## src/rtl/mlp_weight_bank_loader_if.sv

```systemverilog
// Weight stream interface carrying row-major words into the bank loader.
// Latency: none (wires only).
// Backpressure: the source holds in_rsc_dat/in_rsc_vld until in_rsc_rdy is seen high.
// Signals: in_rsc_dat (weight word), in_rsc_vld (word valid), in_rsc_rdy (loader ready).
interface mlp_weight_bank_loader_if #(
  parameter int DATA_W = 18
);
  logic [DATA_W-1:0] in_rsc_dat;
  logic              in_rsc_vld;
  logic              in_rsc_rdy;

  // Host/DMA side drives words, loader side answers with ready.
  modport master (output in_rsc_dat, output in_rsc_vld, input in_rsc_rdy);
  modport slave  (input in_rsc_dat, input in_rsc_vld, output in_rsc_rdy);
endinterface

```

## src/rtl/mlp_weight_bank_loader.sv

```systemverilog
// Streams row-major weights round-robin into NUM_BANKS banked RAM write ports.
// Latency: 1 cycle from accepted word to its wr_en/wr_addr/wr_dat strobe.
// Backpressure: in_rsc_rdy is high only in LOAD; in_rsc_vld low simply stalls.
// Ports: clk/rst (sync active-high), start/num_rows (load request), in_rsc (stream
//   slave), wr_en/wr_addr/wr_dat (bank write port), busy/done/err (status),
//   checksum (running sign-extended word sum when MLP_WLOAD_CHECKSUM_EN is defined,
//   otherwise tied to 0).
module mlp_weight_bank_loader #(
  parameter int DATA_W     = 18,
  parameter int NUM_BANKS  = 64,
  parameter int BANK_DEPTH = 784,
  parameter int ADDR_W     = $clog2(BANK_DEPTH)
) (
  input  logic                   clk,
  input  logic                   rst,
  input  logic                   start,
  input  logic [ADDR_W:0]        num_rows,
  mlp_weight_bank_loader_if.slave in_rsc,
  output logic [NUM_BANKS-1:0]   wr_en,
  output logic [ADDR_W-1:0]      wr_addr,
  output logic [DATA_W-1:0]      wr_dat,
  output logic                   busy,
  output logic                   done,
  output logic                   err,
  output logic [31:0]            checksum
);

  localparam int BANK_W = $clog2(NUM_BANKS);
  localparam logic [BANK_W-1:0] LAST_BANK = BANK_W'(NUM_BANKS - 1);

  typedef enum logic [1:0] {IDLE, LOAD, FLUSH} state_t;

  state_t            state_q, state_d;
  logic [BANK_W-1:0] bank_idx;
  logic [ADDR_W-1:0] row_idx;
  logic [ADDR_W:0]   rows_q;
  logic              accept;
  logic              start_ok;
  logic              rows_legal;
  logic              last_word;

  assign rows_legal = (num_rows != '0) && (num_rows <= (ADDR_W+1)'(BANK_DEPTH));
  assign last_word  = (bank_idx == LAST_BANK) &&
                      ({1'b0, row_idx} == (rows_q - (ADDR_W+1)'(1)));

  // State register
  always_ff @(posedge clk) begin
    if (rst) state_q <= IDLE;
    else     state_q <= state_d;
  end

  // Next-state logic
  always_comb begin
    state_d = state_q;
    case (state_q)
      IDLE:    if (start && rows_legal) state_d = LOAD;
      LOAD:    if (accept && last_word) state_d = FLUSH;
      FLUSH:   state_d = IDLE;
      default: state_d = IDLE;
    endcase
  end

  // Combinational outputs: ready is a pure function of state
  always_comb begin
    in_rsc.in_rsc_rdy = (state_q == LOAD);
    accept            = in_rsc.in_rsc_vld && (state_q == LOAD);
    start_ok          = start && rows_legal && (state_q == IDLE);
  end

  // Registered write port, counters and status pulses
  always_ff @(posedge clk) begin
    if (rst) begin
      bank_idx <= '0;
      row_idx  <= '0;
      rows_q   <= '0;
      wr_en    <= '0;
      wr_addr  <= '0;
      wr_dat   <= '0;
      busy     <= 1'b0;
      done     <= 1'b0;
      err      <= 1'b0;
    end else begin
      wr_en <= '0;
      done  <= 1'b0;
      // Any start that does not launch a load is reported, whatever the state.
      err   <= start && !start_ok;
      // Following state_d makes busy rise after start and fall together with done.
      busy  <= (state_d == LOAD);
      if (start_ok) begin
        rows_q   <= num_rows;
        bank_idx <= '0;
        row_idx  <= '0;
      end
      if (accept) begin
        wr_en   <= NUM_BANKS'(1) << bank_idx;
        wr_addr <= row_idx;
        wr_dat  <= in_rsc.in_rsc_dat;
        done    <= last_word;
        if (bank_idx == LAST_BANK) begin
          bank_idx <= '0;
          row_idx  <= row_idx + ADDR_W'(1);
        end else begin
          bank_idx <= bank_idx + BANK_W'(1);
        end
      end
    end
  end

`ifdef MLP_WLOAD_CHECKSUM_EN
  logic [31:0] sum_q;

  // Updated on the accept edge so it moves together with the matching wr_en.
  always_ff @(posedge clk) begin
    if (rst)           sum_q <= '0;
    else if (start_ok) sum_q <= '0;
    else if (accept)   sum_q <= sum_q + 32'(signed'(in_rsc.in_rsc_dat));
  end

  assign checksum = sum_q;
`else
  assign checksum = '0;
`endif

endmodule

```

## src/flat_wrapper.sv

```systemverilog
// flat-port wrapper written by rule: the top's interface ports become plain ports
module mlp_weight_bank_loader_flat 
#(
  parameter int DATA_W     = 18,
  parameter int NUM_BANKS  = 64,
  parameter int BANK_DEPTH = 784,
  parameter int ADDR_W     = $clog2(BANK_DEPTH)
)
  (clk, rst, start, num_rows, wr_en, wr_addr, wr_dat, busy, done, err, checksum, in_rsc_in_rsc_dat, in_rsc_in_rsc_vld, in_rsc_in_rsc_rdy);
  mlp_weight_bank_loader_if #(.DATA_W(DATA_W)) in_rsc_i ();
  input  logic clk;
  input  logic rst;
  input  logic start;
  input  logic [ADDR_W:0] num_rows;
  output logic [NUM_BANKS-1:0] wr_en;
  output logic [ADDR_W-1:0] wr_addr;
  output logic [DATA_W-1:0] wr_dat;
  output logic busy;
  output logic done;
  output logic err;
  output logic [31:0] checksum;
  input wire logic [$bits(in_rsc_i.in_rsc_dat)-1:0] in_rsc_in_rsc_dat;
  input wire logic [$bits(in_rsc_i.in_rsc_vld)-1:0] in_rsc_in_rsc_vld;
  output wire logic [$bits(in_rsc_i.in_rsc_rdy)-1:0] in_rsc_in_rsc_rdy;
  assign in_rsc_i.in_rsc_dat = in_rsc_in_rsc_dat;
  assign in_rsc_i.in_rsc_vld = in_rsc_in_rsc_vld;
  assign in_rsc_in_rsc_rdy = in_rsc_i.in_rsc_rdy;
  mlp_weight_bank_loader #(.DATA_W(DATA_W), .NUM_BANKS(NUM_BANKS), .BANK_DEPTH(BANK_DEPTH), .ADDR_W(ADDR_W)) u_core (.clk(clk), .rst(rst), .start(start), .num_rows(num_rows), .in_rsc(in_rsc_i), .wr_en(wr_en), .wr_addr(wr_addr), .wr_dat(wr_dat), .busy(busy), .done(done), .err(err), .checksum(checksum));
endmodule
```

## config.mk

```make
export PLATFORM = sky130hd
export DESIGN_NAME = mlp_weight_bank_loader_flat
export DESIGN_NICKNAME = d
export VERILOG_FILES = /design/src/rtl/mlp_weight_bank_loader_if.sv /design/src/rtl/mlp_weight_bank_loader.sv /design/src/flat_wrapper.sv
export SDC_FILE = /design/constraint.sdc
export NUM_CORES = 1
export LEC_CHECK = 0
export BUFFER_PORTS_ARGS = -buffer_cell sky130_fd_sc_hd__buf_2
export CORE_MARGIN = 5
export CORE_UTILIZATION = 30
export DETAILED_ROUTE_END_ITERATION = 8
export PLACE_DENSITY = 0.57
export SETUP_SLACK_MARGIN = 0.05
export SYNTH_ARGS = -nofsm -noshare
export SYNTH_HDL_FRONTEND = slang
export SYNTH_SLANG_ARGS = --single-unit
```

## constraint.sdc

```tcl
create_clock -name clk -period 3 [get_ports clk]
set_input_delay 0.6 -clock clk [delete_from_list [all_inputs] [get_ports clk]]
set_output_delay 0.6 -clock clk [all_outputs]
set_load 0.01 [all_outputs]
```

## After elaboration in Yosys (flattened, before gate mapping)

Index checks and enable logic that the tools add are counted.

- Magnitude comparators: 1
- Divide/modulo/power cells: 0
- Muxes and demuxes: 9
- $add $sub $neg: 3
- $mul: 0
- Reductions and logical operators: 12
- Equal/unequal tests: 4
- Bitwise logic cells: 1
- Shift-type cells: 1

Operators with widths:

| operator | number |
|---|---|
| $shl 1x6->64 const A | 1 |
| $mux 10 | 3 |
| $mux 6 | 3 |
| $eq 10x11->1 | 1 |
| $le 11x10->1 const B | 1 |
| $reduce_bool 11->1 | 1 |
| $sub 11x1->11 const B | 1 |
| $add 10x1->10 const B | 1 |
| $logic_and 1x1->1 | 7 |
| $add 6x1->6 const B | 1 |
| $eq 6x6->1 const B | 1 |
| $eq 2x1->1 const B | 2 |
| $mux 2 | 2 |
| $pmux 2 s2 | 1 |
| $logic_not 2->1 | 1 |
| $reduce_bool 2->1 | 1 |
| $reduce_or 2->1 | 1 |
| $logic_not 1->1 | 1 |
| $not 1->1 | 1 |

- Output and inout port bits: 128
- Memory bits (read-only): 0
- Memories: 0
- Bits of input ports: 33
- Memory bits (writable): 0
- Logic and storage cells: 41
- Register bits: 124
- Latch bits: 0

## Depth between registers and ports, before layout

- Word-level depth: 7
- Depth in mapped cells: 7
- Depth with buffers taken out: 7

## Least setup slack after synthesis

No wires, ideal clock.

- Kind: reg-to-reg
- Start: register u_core.rows_q[0]
- End: register u_core.busy
- Setup slack: 0.947 ns
- Cell stages (with the launch flop): 8
- Arrival: 1.927 ns
- Setup time: 0.125 ns
- Clock period less this slack: 2.053 ns
- Cells stage by stage: dfxtp_1 > inv_1 > ha_1 > or4b_4 > nor4_2 > xnor2_1 > nand4_1 > o41a_1

- Word-level cells in the longest chain between the ends: 7

RTL lines:

| element | line | RTL |
|---|---|---|
| start, declared | mlp_weight_bank_loader.sv:36 | `logic [ADDR_W:0] rows_q;` |
| start signal, assigned | mlp_weight_bank_loader.sv:90 | `rows_q <= num_rows;` |
| $sub 11x1->11 | mlp_weight_bank_loader.sv:44 | `({1'b0, row_idx} == (rows_q - (ADDR_W+1)'(1)));` |
| $eq 10x11->1 | mlp_weight_bank_loader.sv:44 |  |
| $logic_and 1x1->1 | mlp_weight_bank_loader.sv:43 | `assign last_word = (bank_idx == LAST_BANK) &&` |
| $logic_and 1x1->1 | mlp_weight_bank_loader.sv:57 | `LOAD: if (accept && last_word) state_d = FLUSH;` |
| $mux 2 | mlp_weight_bank_loader.sv:57 |  |
| $pmux 2 s2 | mlp_weight_bank_loader.sv:55 | `case (state_q)` |
| $eq 2x1->1 | mlp_weight_bank_loader.sv:88 | `busy <= (state_d == LOAD);` |
| end signal, assigned | mlp_weight_bank_loader.sv:88 |  |
| end, declared | mlp_weight_bank_loader.sv:22 | `output logic busy,` |

No other way between the ends.
A chain may end at the register's enable or synchronous reset.

## Final worst setup path

Ends and elaborated chain as after synthesis.

==> reports/metrics.yaml <==
synthesis:
  yosys.area.top_type: "dfxtp_1"
  synth_edf_count: 0
  yosys_warnings: 0
  synth-seq-cells: 124
  synth_cell_types: 51
  netlist_area_um2: 4807
  syn_area_per_cell_um2: 8.615
  synthCells: 558
  synth_async_sr_flop_share: 0
  netlist_top_cells_area: "dfxtp_1 (52%), nand2_1 (7.8%), nor2_1 (7.0%)"
  seq_area_frac_synth: 0.5164
  synthDominantCellAreaShare: 0.5164
  synthFlopType: "dfxtp_1"
floorplanning:
  die_y_um: 136.6
  die-area_um2: 18660
  initial_core_util: 0.3037
  rows: 46
  coreArea_um2: 15830
  io_pins: 161
  fp.dieW_um: 136.6
cells_and_area:
  mostFrequentLayoutCell: "buf_2"
  syn_to_final_growth_pct: 25.33
  final_cell_mix: "buf_2 (128), dfxtp_1 (124), nand2_1 (100)"
  utilization: 0.3806
  antenna_cells: 0
  n_fill_cell: 1633
  drive_gt1_frac: 0.2573
  nets: 716
  multi_input_area_um2: 2009
  seq_area_um2: 2482
  final_cell_area_um2: 6025
clock_tree:
  cts_inserted_buffers: 17
  clock_latency_ns: 0.41
  root_buffer: "clkbuf_16"
  cts.sinks: 124
  h-tree-depth: 4
  cts_tree: "done"
  clkTransAtPathRegs_ns: 0.06
  postCtsSetupBuffers: 0
  cts_resized: 0
  hold_buffers: 0
  clockBufferDepth: 2
route:
  drc: 0
  post_drt_wl_per_cell_um: 13.23
  vias_per_cell: 4.332
  dr.first_iter.drc_count: 214
  vias: 3916
  final_antenna_net_count: 0
  drtPass1Iterations: 4
  wl_mm: 11.96
sta:
  finalHoldViolCount: 0
  timing.setup.tns_ns: 0
  drv_slew: 0
  setup_viol: 0
  finClkSkew_ns: 0.005441
  max_freq_mhz: 448.0
  rsz0062_at_grt: "false"
  finalCritPeriodShare: 0.7441
  maxSlewHeadroom: 0.4985
  worst_pin_slew_ns: 0.7522
  min_period_ns: 2.232
critical_path:
  crit_required_ns: 3.30
  critPathKind: "flop to flop"
  endpoint_kind: "flop"
  crit_start: "u_core.rows_q[0]$_SDFFE_PP0P_"
  startpoint_type: "flop"
  worstReg2RegStart: "u_core.rows_q[0]$_SDFFE_PP0P_"
  cp_max_fo: 7
  arrival_ns: 2.53
global_route:
  grt_pass1_vias: 3616
  overflow: 0
  antenna_found_initial: 0
  gr-usage-all-layers: 0.1284
  grt_first_pass_wirelength_mm: 18.63
  grt_max_degree: 41
power:
  cellPowerDensity_nw_per_um2: 617.8
  vdd_ir_drop_max_mv: 0.3592
  total_power_mw: 3.722
  p_leak_nw: 2.558
min_path:
  hold_start: "in_rsc_in_rsc_dat[5]"
  hold_path_class: "primary input to flop"
outcome:
  status: "completed"
run:
  cap_violations: 0
place:
  dp_hpwl_mm: 8.478
  gp_congestion: 0.7662
  dpl_cell_area_um2: 5485
  port_buffers: 128
[path summary, 6_finish.rpt]
check	endpoint	slack [ns]	depth (start not counted)
worst max-delay path	u_core.busy$_SDFF_PP0_	0.77	7
worst min-delay path	u_core.wr_dat[5]$_SDFFE_PP0P_	0.42	3
worst max register to register	u_core.busy$_SDFF_PP0_	0.77	7
worst min register to register	u_core.wr_addr[7]$_SDFFE_PP0P_	0.45	2
[registers in the layout, summed over array words and instances, names as in the netlist]
name / count
u_core.wr_en: 64
u_core.wr_dat: 18
u_core.rows_q: 11
u_core.row_idx: 10
u_core.wr_addr: 10
u_core.bank_idx: 6
u_core.state_q: 2
u_core.busy: 1
u_core.done: 1
u_core.err: 1
[final cells by class]
type,count,share of cell area
clock buffers,19,0.07352
clock inverters,13,0.01599
inverters,10,0.006231
multi-input cells,388,0.3335
flip-flops and latches,124,0.4120
well taps,216,0.04486
repair buffers,134,0.1138
[Yosys cell counts, types with 3 or more instances]
library cell and n:
xor2_1 7, xnor2_1 8, buf_4 33, nand2b_1 3
nor2_1 90, buf_2 8, dfxtp_1 124, and3_1 3
nand3_1 19, a311oi_1 8, o21ai_0 6, or3_1 3
ha_1 8, a21oi_1 43, clkbuf_1 21, inv_1 10
nor3_1 11, a31oi_1 6, buf_1 3, nand2_1 100
nor2b_1 3, o41a_1 3, and3b_1 3
[kinds of logic after synthesis]
| family | share of synthesized area |
|---|---|
| xor+xnor | 0.02733 |
| compound gates | 0.1085 |
| mux | 0.002342 |
| other cells | 0.0007801 |
| fa+ha+maj | 0.02082 |
| flops | 0.5164 |
| buf+inv | 0.08980 |
| simple gates | 0.2340 |
[worst max-delay path, cell delays in order, from the launching register on]
cell,delay [ns]
dfxtp_1,0.35
inv_1,0.07
ha_1,0.28
or4b_4,0.53
nor4_2,0.19
xnor2_1,0.17
nand4_1,0.14
o41a_1,0.39
[layer usage]
layer	global-route usage	vias to the layer above	share of wire
met2	0.1996	123	0.46
met3	0.04559	14	0.082
met5	0	-	0
li1	-	2019	-
met4	0.04871	0	0.013
met1	0.1635	1760	0.45
[where the power goes]
part           switching, mW  leakage, nW  internal (mW)
Clock                  0.754        0.251           1.08
Combinational          0.132         1.31         0.0793
Sequential            0.0161         1.00           1.66
[stage by stage]
step | setup WS (ns) | hold slack, ns | cells
6_report | 0.7677 | 0.4217 | 904
5_1_grt | 0.4955 | 0.4116 | 904
4_1_cts | 0.7551 | 0.3996 | 904
3_5_place_dp | 0.6170 | 0.4455 | 872
3_3_place_gp | 0.6212 | 0.4401 | 872
2_1_floorplan | 0.9474 | 0.4574 | 589
No activity file was read; power rests on OpenSTA's default activity.
